[config.mk]
export PLATFORM = sky130hd
export DESIGN_NAME = motor_cmd_scheduler
export DESIGN_NICKNAME = d
export VERILOG_FILES = /design/src/rtl/motor_cmd_scheduler.sv
export SDC_FILE = /design/constraint.sdc
export NUM_CORES = 1
export LEC_CHECK = 0
export CORE_UTILIZATION = 56
export DETAILED_ROUTE_END_ITERATION = 8
export HOLD_SLACK_MARGIN = 0.15
export PLACE_DENSITY = 0.75
export SYNTH_ARGS = -nofsm -noshare
export SYNTH_HDL_FRONTEND = slang
export SYNTH_SLANG_ARGS = --single-unit
[constraint.sdc]
create_clock -name clk -period 16.25 [get_ports clk]
set_clock_uncertainty 0.05 [all_clocks]
set_input_delay 2.4375 -clock clk [delete_from_list [all_inputs] [get_ports clk]]
set_output_delay 2.4375 -clock clk [all_outputs]
set_load 0.02 [all_outputs]
[src/rtl/motor_cmd_scheduler.sv]
// motor_cmd_scheduler: arbitrates drive/stop requests and streams 28-byte JSON motor frames to uart_tx, with keepalive resend
module motor_cmd_scheduler #(
    parameter int KEEPALIVE_CYCLES = 50_000_000
) (
    input  logic       clk,
    input  logic       rst,
    input  logic       drive_req,
    input  logic [7:0] left_speed,
    input  logic [7:0] right_speed,
    input  logic       stop_req,
    output logic [7:0] data_tx,
    output logic       valid,
    input  logic       ready,
    output logic       busy,
    output logic       frame_done
);
    typedef enum logic [1:0] {IDLE, LOAD, SEND} state_t;
    localparam int CW = KEEPALIVE_CYCLES > 1 ? $clog2(KEEPALIVE_CYCLES) : 1;
    localparam logic [87:0] HEAD = "{\"T\":1,\"L\":";
    localparam logic [39:0] MID = ",\"R\":";
    state_t state;
    logic drive_pend, stop_pend, last_ok, ka_exp, stop_now, drive_now;
    logic [7:0] pend_l, pend_r, cur_l, cur_r, nxt_byte;
    logic [39:0] l_f, r_f;
    logic [4:0] idx;
    logic [CW-1:0] ka_cnt;
    logic [223:0] frame, shifted;
    function automatic logic [39:0] fmt(input logic [7:0] s);
        logic signed [7:0] c;
        logic [6:0] m;
        c = $signed(s) > 8'sd100 ? 8'sd100 : ($signed(s) < -8'sd100 ? -8'sd100 : $signed(s));
        m = c[7] ? 7'(-c) : 7'(c);
        return {c[7] ? 8'h2d : 8'h20,
                m == 7'd100 ? 32'h312e3030 : {8'h30, 8'h2e, 8'h30 + 8'(m / 7'd10), 8'h30 + 8'(m % 7'd10)}};
    endfunction
    assign stop_now = stop_req | stop_pend;
    assign drive_now = drive_req | drive_pend;
    assign ka_exp = (KEEPALIVE_CYCLES != 0) && (ka_cnt == CW'(KEEPALIVE_CYCLES - 1));
    assign frame = {HEAD, l_f, MID, r_f, 8'h7d, 8'h0a};
    assign shifted = frame << (8 * (32'(idx) + 1));
    assign nxt_byte = shifted[223:216];
    always_ff @(posedge clk) begin
        if (rst) begin
            state <= IDLE;
            valid <= 1'b0;
            busy <= 1'b0;
            frame_done <= 1'b0;
            data_tx <= 8'h00;
            drive_pend <= 1'b0;
            stop_pend <= 1'b0;
            last_ok <= 1'b0;
            ka_cnt <= '0;
            idx <= '0;
        end else begin
            frame_done <= 1'b0;
            if (stop_req) stop_pend <= 1'b1;
            if (drive_req && !stop_req) begin
                drive_pend <= 1'b1;
                pend_l <= left_speed;
                pend_r <= right_speed;
            end
            case (state)
                IDLE: begin
                    if (stop_now) begin
                        cur_l <= 8'd0;
                        cur_r <= 8'd0;
                        stop_pend <= 1'b0;
                        drive_pend <= 1'b0;
                        busy <= 1'b1;
                        ka_cnt <= '0;
                        state <= LOAD;
                    end else if (drive_now) begin
                        cur_l <= drive_req ? left_speed : pend_l;
                        cur_r <= drive_req ? right_speed : pend_r;
                        drive_pend <= 1'b0;
                        busy <= 1'b1;
                        ka_cnt <= '0;
                        state <= LOAD;
                    end else if (ka_exp && last_ok) begin
                        busy <= 1'b1;
                        ka_cnt <= '0;
                        state <= LOAD;
                    end else if (!ka_exp) begin
                        ka_cnt <= ka_cnt + CW'(1);
                    end
                end
                LOAD: begin
                    l_f <= fmt(cur_l);
                    r_f <= fmt(cur_r);
                    idx <= '0;
                    last_ok <= 1'b1;
                    valid <= 1'b1;
                    data_tx <= 8'h7b;
                    state <= SEND;
                end
                SEND: begin
                    if (ready) begin
                        if (idx == 5'd27) begin
                            valid <= 1'b0;
                            busy <= 1'b0;
                            frame_done <= 1'b1;
                            state <= IDLE;
                        end else begin
                            idx <= idx + 5'd1;
                            data_tx <= nxt_byte;
                        end
                    end
                end
                default: state <= IDLE;
            endcase
        end
    end
endmodule

### Yosys cells after proc, flatten, opt, wreduce, memory -nomap -nowiden

Index checks and enable logic that the tools add are counted.

* add/sub/neg operators: 9
* multipliers: 0
* divide/modulo/power cells: 4
* magnitude comparators: 4
* equal/unequal tests: 11
* shifts and indexed selects: 1
* muxes and demuxes: 45
* bitwise operators: 5
* reductions and logical operators: 16

Operator list (count)
* 223-bit by 9-bit << shifter with 224-bit output: 1
* 26-bit 2-to-1 mux: 4
* 8-bit 2-to-1 mux: 10
* 25-bit 2-to-1 mux: 2
* 6-bit by 8-bit adder with 8-bit output (first input constant): 4
* 26-bit by 1-bit adder with 26-bit output (second input constant): 1
* 26-bit == test (second input constant): 1
* 7-bit by 4-bit divider with 8-bit output (second input constant): 2
* 8-bit greater-than comparator (second input constant): 2
* 8-bit < comparator (second input constant): 2
* 7-bit by 4-bit modulo with 8-bit output (second input constant): 2
* 8-bit case mux with 2 select lines: 1
* 7-bit == test (second input constant): 2
* 7-bit 2-to-1 mux: 2
* 7-bit negator: 2
* 1-bit 2-to-1 mux: 13
* 3-bit AND reduction: 4
* 2-bit 2-to-1 mux: 5
* 5-bit 2-to-1 mux: 2
* 5-bit case mux with 2 select lines: 1
* 4-bit 2-to-1 mux: 2
* 5-bit by 1-bit adder with 6-bit output (second input constant): 1
* 2-bit inequality test (second input constant): 3
* 2-bit case mux with 3 select lines: 1
* 16 further kinds: 25

* register bits: 159
* bits in latches: 0
* memory bits (writable): 0
* ROM bits: 0
* input port bits: 21
* output and inout bits: 11
* memories kept: 0

### Depth between registers and ports, before layout

Gate-level depths: netlist of the first run.

* depth after elaboration: 8
* gate-level depth with buffers: 37
* mapped depth without buffers: 34

### Worst setup path before layout of the first run

No wires, ideal clock.

* path kind: flip-flop to flip-flop
* start: register cur_r[2]
* end: register r_f[6] (data pin)
* arrival time: 5.969 ns
* required time: 15.943 ns
* slack: 9.974 ns
* stages on the path, launching flop included: 37
* clock period less this slack: 6.276 ns
* cell sequence: edfxtp_1 -> buf_4 -> a311o_1 -> nand2_1 -> ha_1 -> buf_4 -> inv_1 -> and3_1 -> inv_1 -> ha_1 -> nor3b_1 -> o31a_1 -> a21oi_1 -> inv_1 -> ha_1 -> mux2i_1 -> or2_0 -> buf_2 -> nand3_1 -> nand2_1 -> inv_1 -> ha_1 -> nand2_1 -> inv_1 -> o31ai_1 -> and3_4 -> buf_6 -> xnor2_1 -> ha_1 -> nor2_1 -> a211oi_1 -> o31ai_1 -> o22ai_1 -> nand2_1 -> ha_1 -> xor2_1 -> nor2_1

* word-level cells in the longest chain between the ends: 7
* elaborated cells on any way between the ends: 9
* classes of those cells: 2 x add/sub; 1 x div; 2 x order compare; 1 x eq/ne; 3 x mux

Ends and longest elaborated chain
* start: declaration: line 23 `logic [7:0] pend_l, pend_r, cur_l, cur_r, nxt_byte;`
* start signal: assignment: line 74 `cur_r <= drive_req ? right_speed : pend_r;`
* 8-bit < comparator: line 31 `c = $signed(s) > 8'sd100 ? 8'sd100 : ($signed(s) < -8'sd100 ? -8'sd100 : $signed(s));`
* 8-bit 2-to-1 mux: line 31
* 8-bit 2-to-1 mux *: line 31
* 7-bit negator: line 32 `m = c[7] ? 7'(-c) : 7'(c);`
* 7-bit 2-to-1 mux *: line 32
* 7-bit by 4-bit modulo with 8-bit output: line 34 `m == 7'd100 ? 32'h312e3030 : {8'h30, 8'h2e, 8'h30 + 8'(m / 7'd10), 8'h30 + 8'(m % 7'd10)}};`
* 6-bit by 8-bit adder with 8-bit output: line 34
* end signal: assignment: line 89 `r_f <= fmt(cur_r);`
* end: declaration: line 24 `logic [39:0] l_f, r_f;`

Mark *: on every way between the ends. The rest lies on a longest branch, timed or not.
A chain may end at the register's enable or synchronous reset.

### Worst setup path after layout of the first run

Same ends and word-level chain as after synthesis.

==> impl_metrics.prom, run 1 <==
# TYPE chip_impl_metric gauge
chip_impl_metric{name="grt_pass1_vias",unit=""} 5707
chip_impl_metric{name="syn_inst",unit=""} 816
chip_impl_metric{name="die_area",unit="um^2"} 12900
chip_impl_metric{name="syn-cell-area",unit="um^2"} 7000
chip_impl_metric{name="routed_wire_length_per_instance",unit="um"} 16.0
chip_impl_metric{name="grt_overflow_total",unit=""} 0
chip_impl_metric{name="global_route_wire_length_before_repair",unit="mm"} 26.6
chip_impl_metric{name="detailroute.via_count",unit=""} 6142
chip_impl_metric{name="post_cts_resize_count",unit=""} 0
chip_impl_metric{name="globalplace.congestion",unit=""} 0.898
chip_impl_info{name="worst_setup_path_end_kind",value="register"} 1
chip_impl_metric{name="floorplan.rows",unit=""} 40
chip_impl_metric{name="drt-initial-drc-count",unit=""} 449
chip_impl_metric{name="synth.yosys.warnings",unit=""} 0
chip_impl_metric{name="cp_data_arrival_time",unit="ns"} 7.48
chip_impl_metric{name="period_share",unit="%"} 45.7
chip_impl_info{name="synth_top_area_cell",value="edfxtp_1"} 1
chip_impl_metric{name="ys_seq_area_share",unit="%"} 39.2
chip_impl_metric{name="worst-slew-pin-transition",unit="ns"} 1.20
chip_impl_info{name="criticalPathCategory",value="register to register"} 1
chip_impl_metric{name="async_reset_ff_share",unit="%"} 0
chip_impl_metric{name="route.detailed.vias_per_inst",unit=""} 6.17
chip_impl_metric{name="gr-usage-all-layers",unit="%"} 25.4
chip_impl_metric{name="r2r_slack",unit="ns"} 8.83
chip_impl_metric{name="grt_max_degree",unit=""} 33
chip_impl_metric{name="period_needed",unit="ns"} 7.42
chip_impl_metric{name="drtPass1Iterations",unit=""} 5
chip_impl_metric{name="finish.net_count",unit=""} 865
chip_impl_metric{name="totalWireLength",unit="mm"} 15.9
chip_impl_metric{name="syn-mean-instance-area",unit="um^2"} 8.58
chip_impl_metric{name="drtAntennaViolNets",unit=""} 0
chip_impl_info{name="worst_hold_path.endpoint",value="data_tx[2]"} 1
chip_impl_metric{name="antenna_found_initial",unit=""} 0
chip_impl_metric{name="reg2reg_depth",unit=""} 32
chip_impl_metric{name="report.final.setup_viol",unit=""} 0
chip_impl_metric{name="fill_cells",unit=""} 1031
chip_impl_info{name="worst_hold_startpoint",value="data_tx[2]"} 1
chip_impl_metric{name="timing.critical_path.fanout_max",unit=""} 12
chip_impl_info{name="clk_root_buffer_cell",value="clkbuf_16"} 1
chip_impl_metric{name="starting_density_of_the_core",unit="%"} 57.8
chip_impl_info{name="layout.cells.most_common_list",value="nor2_1, edfxtp_1, nand2_1"} 1
chip_impl_metric{name="p_leak",unit="nW"} 2.81
chip_impl_metric{name="dpl.hpwl",unit="mm"} 11.6
chip_impl_metric{name="path_clk_slew",unit="ns"} 0.07
chip_impl_metric{name="drv.max_cap_violation_count",unit=""} 0
chip_impl_metric{name="fin_total_pwr",unit="mW"} 1.02
chip_impl_info{name="critical_path.most_common_cell",value="ha_1"} 1
chip_impl_metric{name="die_x",unit="um"} 114
chip_impl_metric{name="ir_drop",unit="mV"} 0.0701
chip_impl_metric{name="number_of_enable_type_register_cells_in_the_synthesized_netlist",unit=""} 60
chip_impl_metric{name="drc",unit=""} 0
chip_impl_metric{name="cts-hold-fix-buffers",unit=""} 0
chip_impl_metric{name="maxSlewHeadroom",unit="%"} 19.8
chip_impl_metric{name="power_density",unit="nW/um^2"} 133
chip_impl_info{name="type_of_the_tightest_min_delay_check",value="register to register"} 1
chip_impl_metric{name="finalHoldViolations",unit=""} 0
chip_impl_info{name="tritoncts",value="built"} 1
chip_impl_metric{name="syn-num-nets",unit=""} 858
chip_impl_metric{name="crit_required",unit="ns"} 16.31
chip_impl_metric{name="timing.setup.tns",unit="ns"} 0
chip_impl_info{name="reg2reg_to",value="r_f[6]"} 1
chip_impl_metric{name="io_pins",unit=""} 32
chip_impl_metric{name="numPortBuffers",unit=""} 31
chip_impl_metric{name="max_clock_freq",unit="GHz"} 0.135
chip_impl_metric{name="numCtsBuffers",unit=""} 9
chip_impl_metric{name="netlist-cell-type-count",unit=""} 78
chip_impl_metric{name="antenna_cells",unit=""} 0
chip_impl_metric{name="finalHoldWorstSlack",unit="ns"} 0.429
chip_impl_info{name="leading_cell_types_by_total_area_after_synthesis",value="edfxtp_1, dfxtp_1, nor2_1"} 1
chip_impl_metric{name="area_delta_synth_final",unit="%"} 10.0
chip_impl_info{name="rsz0062_at_grt",value="false"} 1
chip_impl_metric{name="cts-root-to-sink-buffers",unit=""} 2
chip_impl_info{name="synth_ff_type",value="edfxtp_1"} 1
chip_impl_metric{name="core_region_area",unit="um^2"} 12100
chip_impl_info{name="critical_path.startpoint_type",value="register"} 1
chip_impl_metric{name="dieHeight",unit="um"} 114
chip_impl_metric{name="clock_latency",unit="ns"} 0.36
chip_impl_metric{name="worst_path_largest_cell_delay",unit="ns"} 0.56
chip_impl_metric{name="netlist.area_leader.share",unit="%"} 25.7
chip_impl_metric{name="fraction_of_layout_instances_using_a_drive_strength_above_1",unit="%"} 5.80
chip_impl_metric{name="cts_num_sinks",unit=""} 107
chip_impl_metric{name="final_max_slew_viol_count",unit=""} 0
chip_impl_info{name="outcome",value="completed"} 1
chip_impl_metric{name="flip_flop_and_latch_count_after_synthesis",unit=""} 107
chip_impl_metric{name="worstHoldPathCells",unit=""} 2
chip_impl_metric{name="postCtsSetupBuffers",unit=""} 0
chip_impl_info{name="layout_commonest_cell",value="nor2_1"} 1
chip_impl_info{name="crit-reg2reg-launch",value="cur_r[2]"} 1
chip_impl_info{name="critPathSlowestCell",value="edfxtp_1"} 1
chip_impl_metric{name="cts_htree_levels",unit=""} 3
## critical path, delay by kind of cell, from the launching register on
family	cells	cell delay, ns
simple gates	11	2.15
buf+inv	5	0.48
mux	1	0.40
flops	1	0.56
fa+ha+maj	6	1.62
compound gates	7	1.56
xor+xnor	2	0.35
## per-stage QoR
step | instances | cell area [um^2] | worst slack [ns] | utilization [%]
global route | 996 | 7700 | 8.18 | 63.6
detailed placement | 980 | 7390 | 9.00 | 61.0
finish | 996 | 7700 | 8.83 | 63.6
floorplan | 816 | 7000 | 9.97 | -
CTS | 996 | 7700 | 8.94 | 63.6
global placement | 980 | 7390 | 9.35 | 61.0
## cell families after synthesis
logic type / share of synthesized area (%)
compound gates: 18.7
simple gates: 22.9
xor+xnor: 5.38
flops: 39.2
fa+ha+maj: 4.18
mux: 5.11
buf+inv: 4.52
## cell usage after synthesis (6+ instances only)
library cell and n:
a211oi_1 12, a21oi_1 51, a31oi_1 12, and3_1 12, clkbuf_1 30, dfxtp_1 47, edfxtp_1 60, ha_1 21
inv_1 30, mux2i_1 24, nand2_1 56, nand3_1 45, nand4_1 11, nor2_1 124, nor2b_1 8, nor3_1 26
nor3b_1 9, o21ai_0 52, o22ai_1 6, o31ai_1 8, or2_2 7, or3_1 6, xnor2_1 18, xor2_1 25
## flip-flops by register name, summed over array words and instances (netlist names), 8 cells and up
register	flops
cur_r	8
pend_l	8
l_f	14
pend_r	8
ka_cnt	26
r_f	14
data_tx	8
cur_l	8
## worst max path at each step
stage | from | end | depth (start not counted)
detailed placement | cur_r[2] | r_f[6] | 32
finish | cur_r[2] | r_f[6] | 32
floorplan | cur_r[2] | r_f[6] | 36
CTS | cur_r[2] | r_f[6] | 32
global placement | cur_r[2] | r_f[6] | 32
global route | cur_r[2] | r_f[6] | 32
## layout make-up
type	instances	area, um^2	area share, %
Clock buffer	11	264	3.43
Clock inverter	5	46.3	0.601
Inverter	33	124	1.61
Multi-Input combinational cell	634	3950	51.3
Sequential cell	107	2740	35.6
Tap cell	168	210	2.73
Timing Repair Buffer	38	363	4.71
## routing by layer
| layer | GRT usage (%) | wire [um] | vias to the layer above |
|---|---|---|---|
| met1 | 31.4 | 6890 | 2920 |
| met2 | 44.6 | 7990 | 215 |
| met4 | 6.93 | 195 | 0 |
| met5 | 0 | 0 | - |
| met3 | 5.53 | 849 | 17 |
| li1 | - | - | 2990 |
## power by group
group	internal, mW	leakage (nW)	total (mW)	switching, mW
combinational	0.177	1.71	0.454	0.276
sequential	0.330	0.937	0.343	0.0128
clock	0.126	0.162	0.226	0.0999
Note: power is estimated with default switching activity, not from simulation.
==> inputs of run 2 (changes only) <==
- clock period: 16.25 -> 7.78 ns (I/O delays scaled with it)
==> impl_metrics.prom, run 2 (same netlist as run 1, synthesis figures left out) <==
# TYPE chip_impl_metric gauge
chip_impl_metric{name="numCtsBuffers",unit=""} 9
chip_impl_metric{name="postLayoutCoreUtil",unit="%"} 63.7
chip_impl_metric{name="dpl.hpwl",unit="mm"} 11.6
chip_impl_metric{name="report.final.setup_viol",unit=""} 0
chip_impl_metric{name="finish.net_count",unit=""} 865
chip_impl_metric{name="grt_overflow_total",unit=""} 0
chip_impl_metric{name="power_density",unit="nW/um^2"} 278
chip_impl_metric{name="maxSlewHeadroom",unit="%"} 18.8
chip_impl_info{name="critical_path.startpoint_type",value="register"} 1
chip_impl_metric{name="numPortBuffers",unit=""} 31
chip_impl_metric{name="drtPass1Iterations",unit=""} 5
chip_impl_metric{name="crit_required",unit="ns"} 7.84
chip_impl_metric{name="io_pins",unit=""} 32
chip_impl_info{name="criticalPathCategory",value="register to register"} 1
chip_impl_metric{name="clock_latency",unit="ns"} 0.35
chip_impl_metric{name="final_max_slew_viol_count",unit=""} 0
chip_impl_metric{name="drc",unit=""} 0
chip_impl_metric{name="area_delta_synth_final",unit="%"} 10.2
chip_impl_metric{name="number_of_buffer_and_inverter_stages_on_the_critical_path",unit=""} 5
chip_impl_metric{name="dieHeight",unit="um"} 114
chip_impl_metric{name="grt_max_degree",unit=""} 33
chip_impl_info{name="rsz0062_at_grt",value="false"} 1
chip_impl_metric{name="worst-slew-pin-transition",unit="ns"} 1.21
chip_impl_metric{name="worstHoldPathCells",unit=""} 2
chip_impl_info{name="tritoncts",value="built"} 1
chip_impl_info{name="layout.cells.most_common_list",value="nor2_1, edfxtp_1, nand2_1"} 1
chip_impl_metric{name="cts_htree_levels",unit=""} 3
chip_impl_metric{name="worst_path_largest_cell_delay",unit="ns"} 0.57
chip_impl_metric{name="setup_slack_of_the_critical_path_after_layout",unit="ns"} 0.693
chip_impl_metric{name="r2r_slack",unit="ns"} 0.69
chip_impl_metric{name="timing.critical_path.fanout_max",unit=""} 12
chip_impl_info{name="cp_top_family",value="simple AND/OR/NAND/NOR gates"} 1
chip_impl_metric{name="fill_cells",unit=""} 1038
chip_impl_metric{name="cts_num_sinks",unit=""} 107
chip_impl_metric{name="grt_pass1_vias",unit=""} 5728
chip_impl_metric{name="path_clk_slew",unit="ns"} 0.07
chip_impl_info{name="layout_commonest_cell",value="nor2_1"} 1
chip_impl_info{name="worst_setup_path_end_kind",value="register"} 1
chip_impl_metric{name="global_route_wire_length_before_repair",unit="mm"} 26.4
chip_impl_metric{name="cts-hold-fix-buffers",unit=""} 0
chip_impl_info{name="clk_root_buffer_cell",value="clkbuf_16"} 1
chip_impl_metric{name="placement.cell_area",unit="um^2"} 7390
chip_impl_info{name="largest-register",value="ka_cnt"} 1
chip_impl_metric{name="starting_density_of_the_core",unit="%"} 57.8
chip_impl_info{name="worst_hold_startpoint",value="data_tx[2]"} 1
chip_impl_metric{name="period_needed",unit="ns"} 7.09
chip_impl_metric{name="core_region_area",unit="um^2"} 12100
chip_impl_metric{name="route.detailed.vias_per_inst",unit=""} 6.18
chip_impl_info{name="type_of_the_tightest_min_delay_check",value="register to register"} 1
chip_impl_metric{name="timing.setup.tns",unit="ns"} 0
chip_impl_info{name="reg2reg_to",value="r_f[6]"} 1
chip_impl_metric{name="detailroute.via_count",unit=""} 6158
chip_impl_metric{name="post-place-ws",unit="ns"} 0.451
chip_impl_metric{name="cts-root-to-sink-buffers",unit=""} 2
chip_impl_metric{name="cp_data_arrival_time",unit="ns"} 7.15
chip_impl_info{name="critPathSlowestCell",value="edfxtp_1"} 1
chip_impl_metric{name="antenna_found_initial",unit=""} 0
chip_impl_info{name="outcome",value="completed"} 1
chip_impl_metric{name="postCtsSetupBuffers",unit=""} 0
chip_impl_metric{name="routed_wire_length_per_instance",unit="um"} 16.1
chip_impl_metric{name="drt-initial-drc-count",unit=""} 504
chip_impl_metric{name="finalHoldViolations",unit=""} 0
chip_impl_metric{name="totalWireLength",unit="mm"} 16.1
chip_impl_metric{name="drtAntennaViolNets",unit=""} 0
chip_impl_metric{name="die_x",unit="um"} 114
chip_impl_info{name="largest_registers",value="ka_cnt (26), l_f (14), r_f (14)"} 1
chip_impl_metric{name="globalplace.congestion",unit=""} 0.898
chip_impl_metric{name="reg2reg_depth",unit=""} 32
chip_impl_metric{name="gr-usage-all-layers",unit="%"} 25.4
chip_impl_metric{name="antenna_cells",unit=""} 0
chip_impl_info{name="worst_hold_path.endpoint",value="data_tx[2]"} 1
chip_impl_metric{name="post_cts_resize_count",unit=""} 0
chip_impl_metric{name="largest_register_ff_count",unit=""} 26
chip_impl_metric{name="p_leak",unit="nW"} 2.81
chip_impl_metric{name="final_cell_area",unit="um^2"} 7710
chip_impl_metric{name="floorplan.rows",unit=""} 40
chip_impl_metric{name="die_area",unit="um^2"} 12900
chip_impl_metric{name="fraction_of_layout_instances_using_a_drive_strength_above_1",unit="%"} 6.16
chip_impl_metric{name="period_share",unit="%"} 91.1
chip_impl_metric{name="drv.max_cap_violation_count",unit=""} 0
chip_impl_metric{name="ir_drop",unit="mV"} 0.146
chip_impl_info{name="crit-reg2reg-launch",value="cur_r[2]"} 1
chip_impl_metric{name="max_clock_freq",unit="GHz"} 0.141
run 2: cell count changes in the layout (fill, tap and decap cells not counted):
cell	change
ha_1	-1
ha_2	+1
mux2i_1	-1
mux2i_2	+1
nor4b_1	-1
nor4b_2	+1
run 2: tightest hold or removal path: stages (launching register included):
cell	delay, ns
dfxtp_1	0.32
nand3_1	0.06
a21oi_1	0.06
run 2: layer usage:
metal  vias to the layer above  share of wire, %  GRT usage [%]
met5                         -                 0              0
met4                         0               1.9           9.09
met3                        33               4.8           5.15
met2                       200                50           43.6
met1                      2931                44           31.6
li1                       2994                 -              -
run 2: layout make-up:
class | instances | area, um^2 | share of cell area [%]
clock buffer | 11 | 264 | 3.42
clock inverter | 5 | 46.3 | 0.600
inverter | 33 | 124 | 1.61
multi-input combinational | 634 | 3960 | 51.4
sequential | 107 | 2740 | 35.6
tap | 168 | 210 | 2.73
timing repair buffer | 38 | 363 | 4.70
run 2: worst max-delay path by stage:
stage	from	to	slack, ns	cells after the start
after detailed placement	cur_r[2]	r_f[6]	0.45	32
after floorplan	cur_r[2]	r_f[6]	1.50	36
final	cur_r[2]	r_f[6]	0.69	32
after global routing	cur_r[2]	r_f[6]	0.10	32
after global placement	cur_r[2]	r_f[6]	0.87	32
after CTS	cur_r[2]	r_f[6]	0.41	32
run 2: metrics by stage:
stage / hold slack, ns / std cells / power, mW
6_report: 0.434 / 996 / 2.14
5_1_grt: 0.461 / 996 / 2.28
4_1_cts: 0.440 / 996 / 2.14
3_5_place_dp: 0.430 / 980 / 1.66
3_3_place_gp: 0.407 / 980 / 1.64
2_1_floorplan: 0.408 / 816 / 1.47
run 2: report_power, final:
group	internal, mW	leakage [nW]	switching (mW)
clock network	0.263	0.162	0.209
registers	0.690	0.937	0.0268
logic	0.373	1.71	0.581
total	1.33	2.81	0.817
